--- config.mk ---
export PLATFORM = sky130hd
export DESIGN_NAME = robs_mult_seq
export DESIGN_NICKNAME = d
export VERILOG_FILES = /design/src/rtl/robs_mult_seq.sv
export SDC_FILE = /design/constraint.sdc
export NUM_CORES = 1
export LEC_CHECK = 0
export CAP_MARGIN = 25
export CORE_MARGIN = 2
export CORE_UTILIZATION = 30
export DETAILED_ROUTE_END_ITERATION = 10
export GPL_ROUTABILITY_DRIVEN = 0
export PLACE_DENSITY = 0.51
export SYNTH_ARGS = -nofsm -noshare
export SYNTH_HDL_FRONTEND = slang
export SYNTH_SLANG_ARGS = --single-unit
--- constraint.sdc ---
create_clock -name clk -period 3.1 [get_ports clk]
set_input_delay 0.465 -clock clk [delete_from_list [all_inputs] [get_ports clk]]
set_output_delay 0.465 -clock clk [all_outputs]
set_load 0.02 [all_outputs]
--- src/rtl/robs_mult_seq.sv ---
// Sequential shift-add multiplier: unsigned, or two's-complement using Robertson's correction.
// Define ROBS_ZERO_SKIP_EN to finish at once when either operand is zero.
module robs_mult_seq #(
  parameter int WIDTH = 8
) (
  input  logic                 clk,
  input  logic                 reset,
  input  logic                 start,
  input  logic                 signed_mode,
  input  logic [WIDTH-1:0]     multiplicand,
  input  logic [WIDTH-1:0]     multiplier,
  output logic                 busy,
  output logic                 done,
  output logic [2*WIDTH-1:0]   product
);
  localparam int CW = $clog2(WIDTH);

  typedef enum logic [1:0] {IDLE, RUN, DONE} state_t;

  state_t           state;
  logic [WIDTH:0]   a;
  logic [WIDTH-1:0] x, y;
  logic [CW-1:0]    cnt;
  logic             mode;

  logic             last;
  logic [WIDTH:0]   yext, sum, a_sh;
  logic [WIDTH-1:0] x_sh;

  always_comb begin
    last = (cnt == CW'(WIDTH-1));
    yext = mode ? {y[WIDTH-1], y} : {1'b0, y};
    sum  = a;
    if (x[0]) begin
      // The multiplier's sign bit carries negative weight, so the last partial product is subtracted.
      if (last && mode) sum = a - yext;
      else              sum = a + yext;
    end
    // Unsigned: sum[WIDTH] is the carry and moves down, with a 0 shifted in at the top.
    a_sh = {mode & sum[WIDTH], sum[WIDTH:1]};
    x_sh = {sum[0], x[WIDTH-1:1]};
  end

  always_ff @(posedge clk) begin
    if (!reset) begin
      state   <= IDLE;
      busy    <= 1'b0;
      done    <= 1'b0;
      product <= '0;
      a       <= '0;
      x       <= '0;
      y       <= '0;
      cnt     <= '0;
      mode    <= 1'b0;
    end else begin
      case (state)
        IDLE: begin
          if (start) begin
            y    <= multiplicand;
            x    <= multiplier;
            mode <= signed_mode;
            a    <= '0;
            cnt  <= '0;
`ifdef ROBS_ZERO_SKIP_EN
            if (multiplicand == '0 || multiplier == '0) begin
              product <= '0;
              state   <= DONE;
              done    <= 1'b1;
            end else begin
              state <= RUN;
              busy  <= 1'b1;
            end
`else
            state <= RUN;
            busy  <= 1'b1;
`endif
          end
        end
        RUN: begin
          a   <= a_sh;
          x   <= x_sh;
          cnt <= cnt + 1'b1;
          if (last) begin
            product <= {a_sh[WIDTH-1:0], x_sh};
            state   <= DONE;
            busy    <= 1'b0;
            done    <= 1'b1;
          end
        end
        DONE: begin
          state <= IDLE;
          done  <= 1'b0;
        end
        default: begin
          state <= IDLE;
          busy  <= 1'b0;
          done  <= 1'b0;
        end
      endcase
    end
  end
endmodule
==> impl_metrics.py, run 1 <==
metrics = {
    "setup_path": {
        "rr_endpoint": "a[7]",
        "crit_end": "a[7]",
        "worst_r2r_path_depth": 12,
        "worstPathArrival_ns": 3.04,
        "crit_fanout": 6,
        "r2r-start": "cnt[0]",
        "startpoint": "cnt[0]",
        "cp.required_ns": 3.26,
        "endpoint_kind": "flip-flop",
        "crit_path_start_kind": "flip-flop",
        "worst-r2r-setup-slack_ns": 0.23,
        "path_class": "flip-flop to flip-flop",
    },
    "finish": {
        "fill_cells": 829,
        "stdcell_count": 445,
        "drive_gt1_share_pct": 5.25,
        "area_growth_pct": 24.5,
        "final_nets": 374,
        "diodes": 0,
    },
    "detailed_routing": {
        "drtIter0Drc": 63,
        "remaining_drc_errors": 0,
        "viasPerCell": 4.89,
        "final_antenna_net_count": 0,
        "routed_wl_um": 5810,
        "drt_pre_antenna_iters": 4,
        "via_count": 2177,
        "wl_per_cell_um": 13.1,
    },
    "min_path": {
        "hp-class": "flip-flop to flip-flop",
    },
    "logic_synthesis": {
        "synthArstFlopShare_pct": 0,
        "yosysUniqueCellTypes": 39,
        "seq_area_frac_synth_pct": 40.1,
        "synth_area_mm2": 0.00244,
        "synth_seq_cells": 49,
        "synth_nets": 342,
        "synthFlopType": "dfxtp_1",
        "postSynthCellCount": 310,
        "synth.avg_cell_area_um2": 7.88,
        "yosysWarnings": 0,
        "synth-edff-count": 0,
    },
    "global_route": {
        "first_global_vias": 2111,
        "antenna_found_initial": 0,
        "grt-ovfl-total": 0,
        "grt_max_degree": 36,
        "grt_pass1_wl_um": 10200,
        "grt.total_usage_pct": 14.4,
    },
    "clock_tree": {
        "clock_latency_ns": 0.29,
        "post_cts_resized": 0,
        "cts_tree": "built",
        "clock_path_buffers": 2,
        "cts_inserted_buffers": 5,
        "cts_root_buf": "clkbuf_8",
        "hold_buffers": 0,
        "clkTransAtPathRegs_ns": 0.09,
        "cts_setup_buffers": 0,
        "cts_sinks": 49,
        "h-tree-depth": 2,
    },
    "power": {
        "power_density_mw_per_mm2": 485,
        "ir_worst_vdd_v": 0.000206,
        "leakagePower_nw": 1.11,
    },
    "floorplan": {
        "fp.dieW_um": 94.3,
        "start_util_pct": 31.3,
        "core-area_mm2": 0.00781,
        "num_rows": 32,
        "die-area_mm2": 0.00888,
        "die_y_um": 94.3,
        "io_pins": 38,
    },
    "timing": {
        "fmax_mhz": 348,
        "fin_setup_tns_ns": 0,
        "skew_ns": 0.00391,
        "slew_headroom_pct": 53.6,
        "finalSetupViolCount": 0,
        "fin_crit_sh_pct": 92.7,
        "drv_slew": 0,
        "hold_viol_final": 0,
        "grt_setup_unrepaired": "false",
        "hold_slack_ns": 0.458,
        "tightest_slew_ns": 0.695,
        "min_period_ns": 2.87,
        "setup_ws_ns": 0.227,
    },
    "placed_design": {
        "dp_hpwl_um": 4300,
        "dp_slack_ns": 0.226,
        "port_buffers": 37,
        "dp_cells": 437,
    },
    "job": {
        "cap_violations": 0,
    },
    "status": {
        "status": "complete, no violations",
    },
}
==> through the flow <==
stage          instance area [µm²]  util (%)  power, mW
2_1_floorplan                 2440         -      0.929
3_3_place_gp                  2930      37.5       1.02
3_5_place_dp                  2930      37.5       1.02
4_1_cts                       3040      39.0       1.50
5_1_grt                       3040      39.0       1.57
6_report                      3040      39.0       1.48
==> power by group <==
group	total, mW	internal (mW)	leakage (nW)	switching, mW
clock	0.474	0.263	0.0585	0.210
sequential	0.680	0.655	0.399	0.0249
combinational	0.322	0.144	0.654	0.178
total	1.48	1.06	1.11	0.413
==> synth_stat cells, drive strengths merged (2+ instances only) <==
cell type | count | share of area (%)
nor2 | 33 | 5.1
nand2 | 60 | 9.2
xor2 | 4 | 1.4
clkbuf | 18 | 2.8
ha | 11 | 5.6
o31ai | 2 | 0.61
nor3 | 2 | 0.41
a21o | 2 | 0.61
nor2b | 2 | 0.51
o21a | 3 | 0.92
a31oi | 7 | 1.8
dfxtp | 49 | 40
o21ai | 13 | 2.7
xnor2 | 8 | 2.9
mux2i | 4 | 1.6
nand3 | 9 | 1.8
buf | 2 | 0.36
and2 | 3 | 0.77
a211oi | 3 | 0.92
nand2b | 8 | 2.0
inv | 7 | 1.1
a311oi | 8 | 2.9
a21oi | 38 | 7.8
nand4 | 2 | 0.51
==> metal layers <==
metal / track usage, % / wire length (µm) / up-vias
li1: - / - / 1146
met1: 19.8 / 2960 / 1005
met2: 23.3 / 2660 / 24
met3: 2.41 / 144 / 2
met4: 3.62 / 51 / 0
met5: 0 / 0 / -
==> registers in the layout, indices dropped and copies added (netlist names) <==
signal / flops
product: 16
a: 9
x: 8
y: 8
cnt: 3
state: 2
busy: 1
done: 1
mode: 1
==> cell usage in the layout, fill, tap and decap left out, types with 6 or more instances in the layout <==
| cell type | netlist | routed |
|---|---|---|
| o21ai_0 | 8 | 8 |
| nand2b_1 | 8 | 8 |
| nor2_1 | 33 | 33 |
| clkdlybuf4s50_1 | 0 | 37 |
| inv_1 | 6 | 6 |
| dfxtp_1 | 49 | 49 |
| a311oi_1 | 8 | 8 |
| nand3_1 | 9 | 9 |
| a21oi_1 | 38 | 38 |
| ha_1 | 11 | 11 |
| clkbuf_8 | 0 | 6 |
| a31oi_1 | 7 | 7 |
| buf_4 | 0 | 8 |
| xnor2_1 | 8 | 8 |
| nand2_1 | 60 | 60 |
==> logic make-up (layout without fill, tap and decap cells) <==
group / after synthesis / in the layout / synth area share [%]
simple gates: 123 / 123 / 22.3
compound gates: 83 / 83 / 21.0
flops: 49 / 49 / 40.1
buf+inv: 27 / 60 / 4.20
fa+ha+maj: 12 / 12 / 6.45
xor+xnor: 12 / 12 / 4.30
mux: 4 / 4 / 1.64
==> layout make-up <==
class | count | area [µm²] | area share, %
Inverter | 7 | 26.3 | 0.864
Timing Repair Buffer | 45 | 430 | 14.2
Clock buffer | 7 | 86.3 | 2.84
Tap cell | 102 | 128 | 4.20
Clock inverter | 1 | 30.0 | 0.987
Multi-Input combinational cell | 234 | 1360 | 44.7
Sequential cell | 49 | 981 | 32.3
==> worst max-delay path: stages, from the launching register on <==
cell and delay, ns:
dfxtp_1 0.33, ha_1 0.19, ha_1 0.20, nand2_1 0.13, o21ai_1 0.09, xor2_1 0.15
ha_1 0.35, a21o_1 0.22, a31o_1 0.22, or4b_1 0.49, nand2_1 0.08, xnor2_1 0.18
o32ai_2 0.11
==> worst min path at each step <==
stage,from,to,slack [ns],cells after the start
after floorplan,x[1],product[0],0.45,2
after global placement,product[2],product[2],0.45,2
after detailed placement,product[2],product[2],0.45,2
after CTS,product[2],product[2],0.46,2
after global routing,product[0],product[0],0.49,2
final,product[5],product[5],0.46,2
Note: power is estimated with default switching activity, not from simulation.
==> run 2, diff against run 1 <==
--- a/config.mk
+++ b/config.mk
@@ -5,7 +5,6 @@
 export SDC_FILE = /design/constraint.sdc
 export NUM_CORES = 1
 export LEC_CHECK = 0
-export CAP_MARGIN = 25
 export CORE_MARGIN = 2
 export CORE_UTILIZATION = 30
 export DETAILED_ROUTE_END_ITERATION = 10
==> results of run 2 <==
Final layout, timing and power as in run 1 (identical DEF).
==> run 3, diff against run 2 <==
--- a/config.mk
+++ b/config.mk
@@ -5,11 +5,12 @@
 export SDC_FILE = /design/constraint.sdc
 export NUM_CORES = 1
 export LEC_CHECK = 0
+export ABC_AREA = 1
 export CORE_MARGIN = 2
 export CORE_UTILIZATION = 30
 export DETAILED_ROUTE_END_ITERATION = 10
 export GPL_ROUTABILITY_DRIVEN = 0
-export PLACE_DENSITY = 0.51
+export PLACE_DENSITY = 0.5
 export SYNTH_ARGS = -nofsm -noshare
 export SYNTH_HDL_FRONTEND = slang
 export SYNTH_SLANG_ARGS = --single-unit
==> constraint.sdc (replaced) <==
create_clock -name clk -period 3.2 [get_ports clk]
set_input_delay 0.48 -clock clk [delete_from_list [all_inputs] [get_ports clk]]
set_output_delay 0.48 -clock clk [all_outputs]
set_load 0.02 [all_outputs]
==> impl_metrics.py, run 3 <==
metrics = {
    "clock_tree": {
        "cts_setup_buffers": 0,
        "clock_path_buffers": 2,
        "cts_tree": "built",
        "clock_latency_ns": 0.31,
        "cts_inserted_buffers": 5,
        "hold_buffers": 0,
        "cts_root_buf": "clkbuf_8",
        "clkTransAtPathRegs_ns": 0.09,
        "h-tree-depth": 2,
        "cts_sinks": 49,
        "post_cts_resized": 0,
    },
    "finish": {
        "stdcell_count": 476,
        "largestRegisters": "product (16), a (9)",
        "drive_gt1_share_pct": 8.09,
        "regMostFlops": "product",
        "final_nets": 402,
        "diodes": 0,
        "final_common_cell": "nand2_1",
        "fill_cells": 886,
        "area_growth_pct": 22.1,
        "layout_common_cells": "nand2_1, dfxtp_1, inv_1",
        "largest_reg_flops": 16,
    },
    "detailed_routing": {
        "routed_wl_um": 6150,
        "wl_per_cell_um": 12.9,
        "remaining_drc_errors": 0,
        "final_antenna_net_count": 0,
        "viasPerCell": 4.66,
        "drtIter0Drc": 109,
        "via_count": 2218,
        "drt_pre_antenna_iters": 4,
    },
    "setup_path": {
        "endpoint_kind": "flip-flop",
        "crit_path_start_kind": "flip-flop",
        "worst_r2r_path_depth": 18,
        "crit_fanout": 6,
        "worstPathArrival_ns": 3.01,
        "cp.required_ns": 3.43,
        "worst-r2r-setup-slack_ns": 0.42,
        "rr_endpoint": "a[8]",
        "path_class": "flip-flop to flip-flop",
        "r2r-start": "cnt[0]",
    },
    "logic_synthesis": {
        "yosysUniqueCellTypes": 35,
        "yosys-top-cells-count": "nand2_1, dfxtp_1, inv_1, nor2_1, o21ai_0",
        "synth_nets": 368,
        "synthTopCellsByArea": "dfxtp_1, nand2_1, inv_1, ha_1, o21ai_0",
        "synthArstFlopShare_pct": 0,
        "synth_area_mm2": 0.00253,
        "synth.top_cell.area_share_pct": 38.7,
        "postSynthCellCount": 336,
        "synthFlopType": "dfxtp_1",
        "synth.avg_cell_area_um2": 7.54,
        "synth_seq_cells": 49,
        "seq_area_frac_synth_pct": 38.7,
        "yosysWarnings": 0,
        "synth-edff-count": 0,
        "synth_area_leader_cell": "dfxtp_1",
        "yosysMostFrequentCell": "nand2_1",
    },
    "floorplan": {
        "core-area_mm2": 0.00822,
        "die_y_um": 95.9,
        "start_util_pct": 30.9,
        "fp.dieW_um": 95.9,
        "die-area_mm2": 0.00920,
        "io_pins": 38,
        "num_rows": 33,
    },
    "global_route": {
        "grtUsageMet3_pct": 2.98,
        "first_global_vias": 2198,
        "grt_pass1_wl_um": 10600,
        "grt.met2_usage_pct": 25.5,
        "grt-ovfl-total": 0,
        "grt.total_usage_pct": 14.7,
        "top_usage_layer": "met2",
        "antenna_found_initial": 0,
        "grt_util_met1_pct": 18.3,
        "grt_max_degree": 29,
    },
    "placed_design": {
        "dp_cells": 468,
        "dp_hpwl_um": 4430,
        "port_buffers": 37,
    },
    "status": {
        "status": "complete, no violations",
    },
    "job": {
        "cap_violations": 0,
    },
    "min_path": {
        "hold_end": "cnt[2]",
        "hp-start": "cnt[2]",
        "hp-class": "flip-flop to flip-flop",
        "holdPathStages": 2,
    },
    "power": {
        "leakagePower_nw": 1.30,
        "power_density_mw_per_mm2": 462,
        "p_total_mw": 1.43,
        "ir_worst_vdd_v": 0.000192,
    },
    "timing": {
        "fin_setup_tns_ns": 0,
        "hold_viol_final": 0,
        "slew_headroom_pct": 57.2,
        "grt_setup_unrepaired": "false",
        "skew_ns": 0.0111,
        "tightest_slew_ns": 0.641,
        "fin_crit_sh_pct": 86.8,
        "fmax_mhz": 360,
        "drv_slew": 0,
        "min_period_ns": 2.78,
        "finalSetupViolCount": 0,
    },
}
-- run 3: changes by cell type after synthesis, sizes merged, moves of 7 or more --
cell    previous run  this run
a211oi             3        15
a21oi             38        21
a311oi             8         0
a31oi              7         0
clkbuf            18         5
inv                7        45
nand2b             8         0
nand3              9        19
o21ai             13        38
-- run 3: per-layer routing --
| layer | routed length [µm] | vias to the layer above |
|---|---|---|
| met1 | 2930 | 1022 |
| met2 | 2960 | 29 |
| met5 | 0 | - |
| met3 | 207 | 4 |
| li1 | - | 1163 |
| met4 | 56 | 0 |
-- run 3: worst max-delay path by stage --
| stage | start | end | slack [ns] | depth (start not counted) |
|---|---|---|---|---|
| finish | cnt[0] | a[8] | 0.42 | 18 |
| CTS | cnt[0] | a[8] | 0.41 | 18 |
| global placement | cnt[0] | a[8] | 0.53 | 18 |
| detailed placement | cnt[0] | product[15] | 0.44 | 17 |
| floorplan | cnt[0] | product[15] | 0.67 | 17 |
| global route | cnt[0] | a[3] | 0.15 | 15 |
-- run 3: logic make-up (layout without fill, tap and decap cells) --
| logic type | count (synthesis) | in the layout | share of synthesized area (%) |
|---|---|---|---|
| buffers and inverters | 57 | 92 | 9.87 |
| XOR/XNOR | 8 | 8 | 2.76 |
| adder cells (fa/ha/maj) | 12 | 12 | 6.22 |
| AO/OA/AOI/OAI | 83 | 83 | 19.2 |
| flip-flops | 49 | 49 | 38.7 |
| AND/OR/NAND/NOR | 127 | 127 | 23.2 |
-- run 3: area by class of cell --
class / instances / area [µm²] / share of cell area, %
Multi-Input combinational cell: 230 / 1300 / 42.1
Sequential cell: 49 / 981 / 31.7
Timing Repair Buffer: 39 / 385 / 12.5
Inverter: 45 / 176 / 5.70
Tap cell: 105 / 131 / 4.25
Clock buffer: 7 / 86.3 / 2.79
Clock inverter: 1 / 30.0 / 0.970
-- run 3: where the power goes --
group	total [mW]	internal (mW)	switching (mW)	leakage, nW
registers	0.662	0.637	0.0253	0.400
clock network	0.465	0.255	0.210	0.0585
logic	0.303	0.120	0.183	0.841
total	1.43	1.01	0.418	1.30
-- run 3: critical path, stage by stage, from the launching register on --
cell	delay, ns
dfxtp_1	0.33
ha_1	0.20
ha_1	0.24
nand2_2	0.16
inv_1	0.09
or2_2	0.30
xor2_1	0.14
ha_1	0.34
nand2_1	0.09
nand2_1	0.07
a21oi_1	0.13
nand2_1	0.08
inv_1	0.06
nand2_1	0.06
nand3_1	0.06
nand2_1	0.07
nand2_2	0.07
nand3_1	0.08
a21oi_2	0.12
-- run 3: per-stage QoR --
step / hold WS [ns] / utilization, % / worst slack [ns] / cell area (µm²)
finish: 0.472 / 37.7 / 0.423 / 3090
detailed placement: 0.455 / 36.2 / 0.443 / 2980
floorplan: 0.443 / - / 0.674 / 2530
global placement: 0.456 / 36.2 / 0.528 / 2980
CTS: 0.477 / 37.7 / 0.407 / 3090
global route: 0.498 / 37.7 / 0.149 / 3090
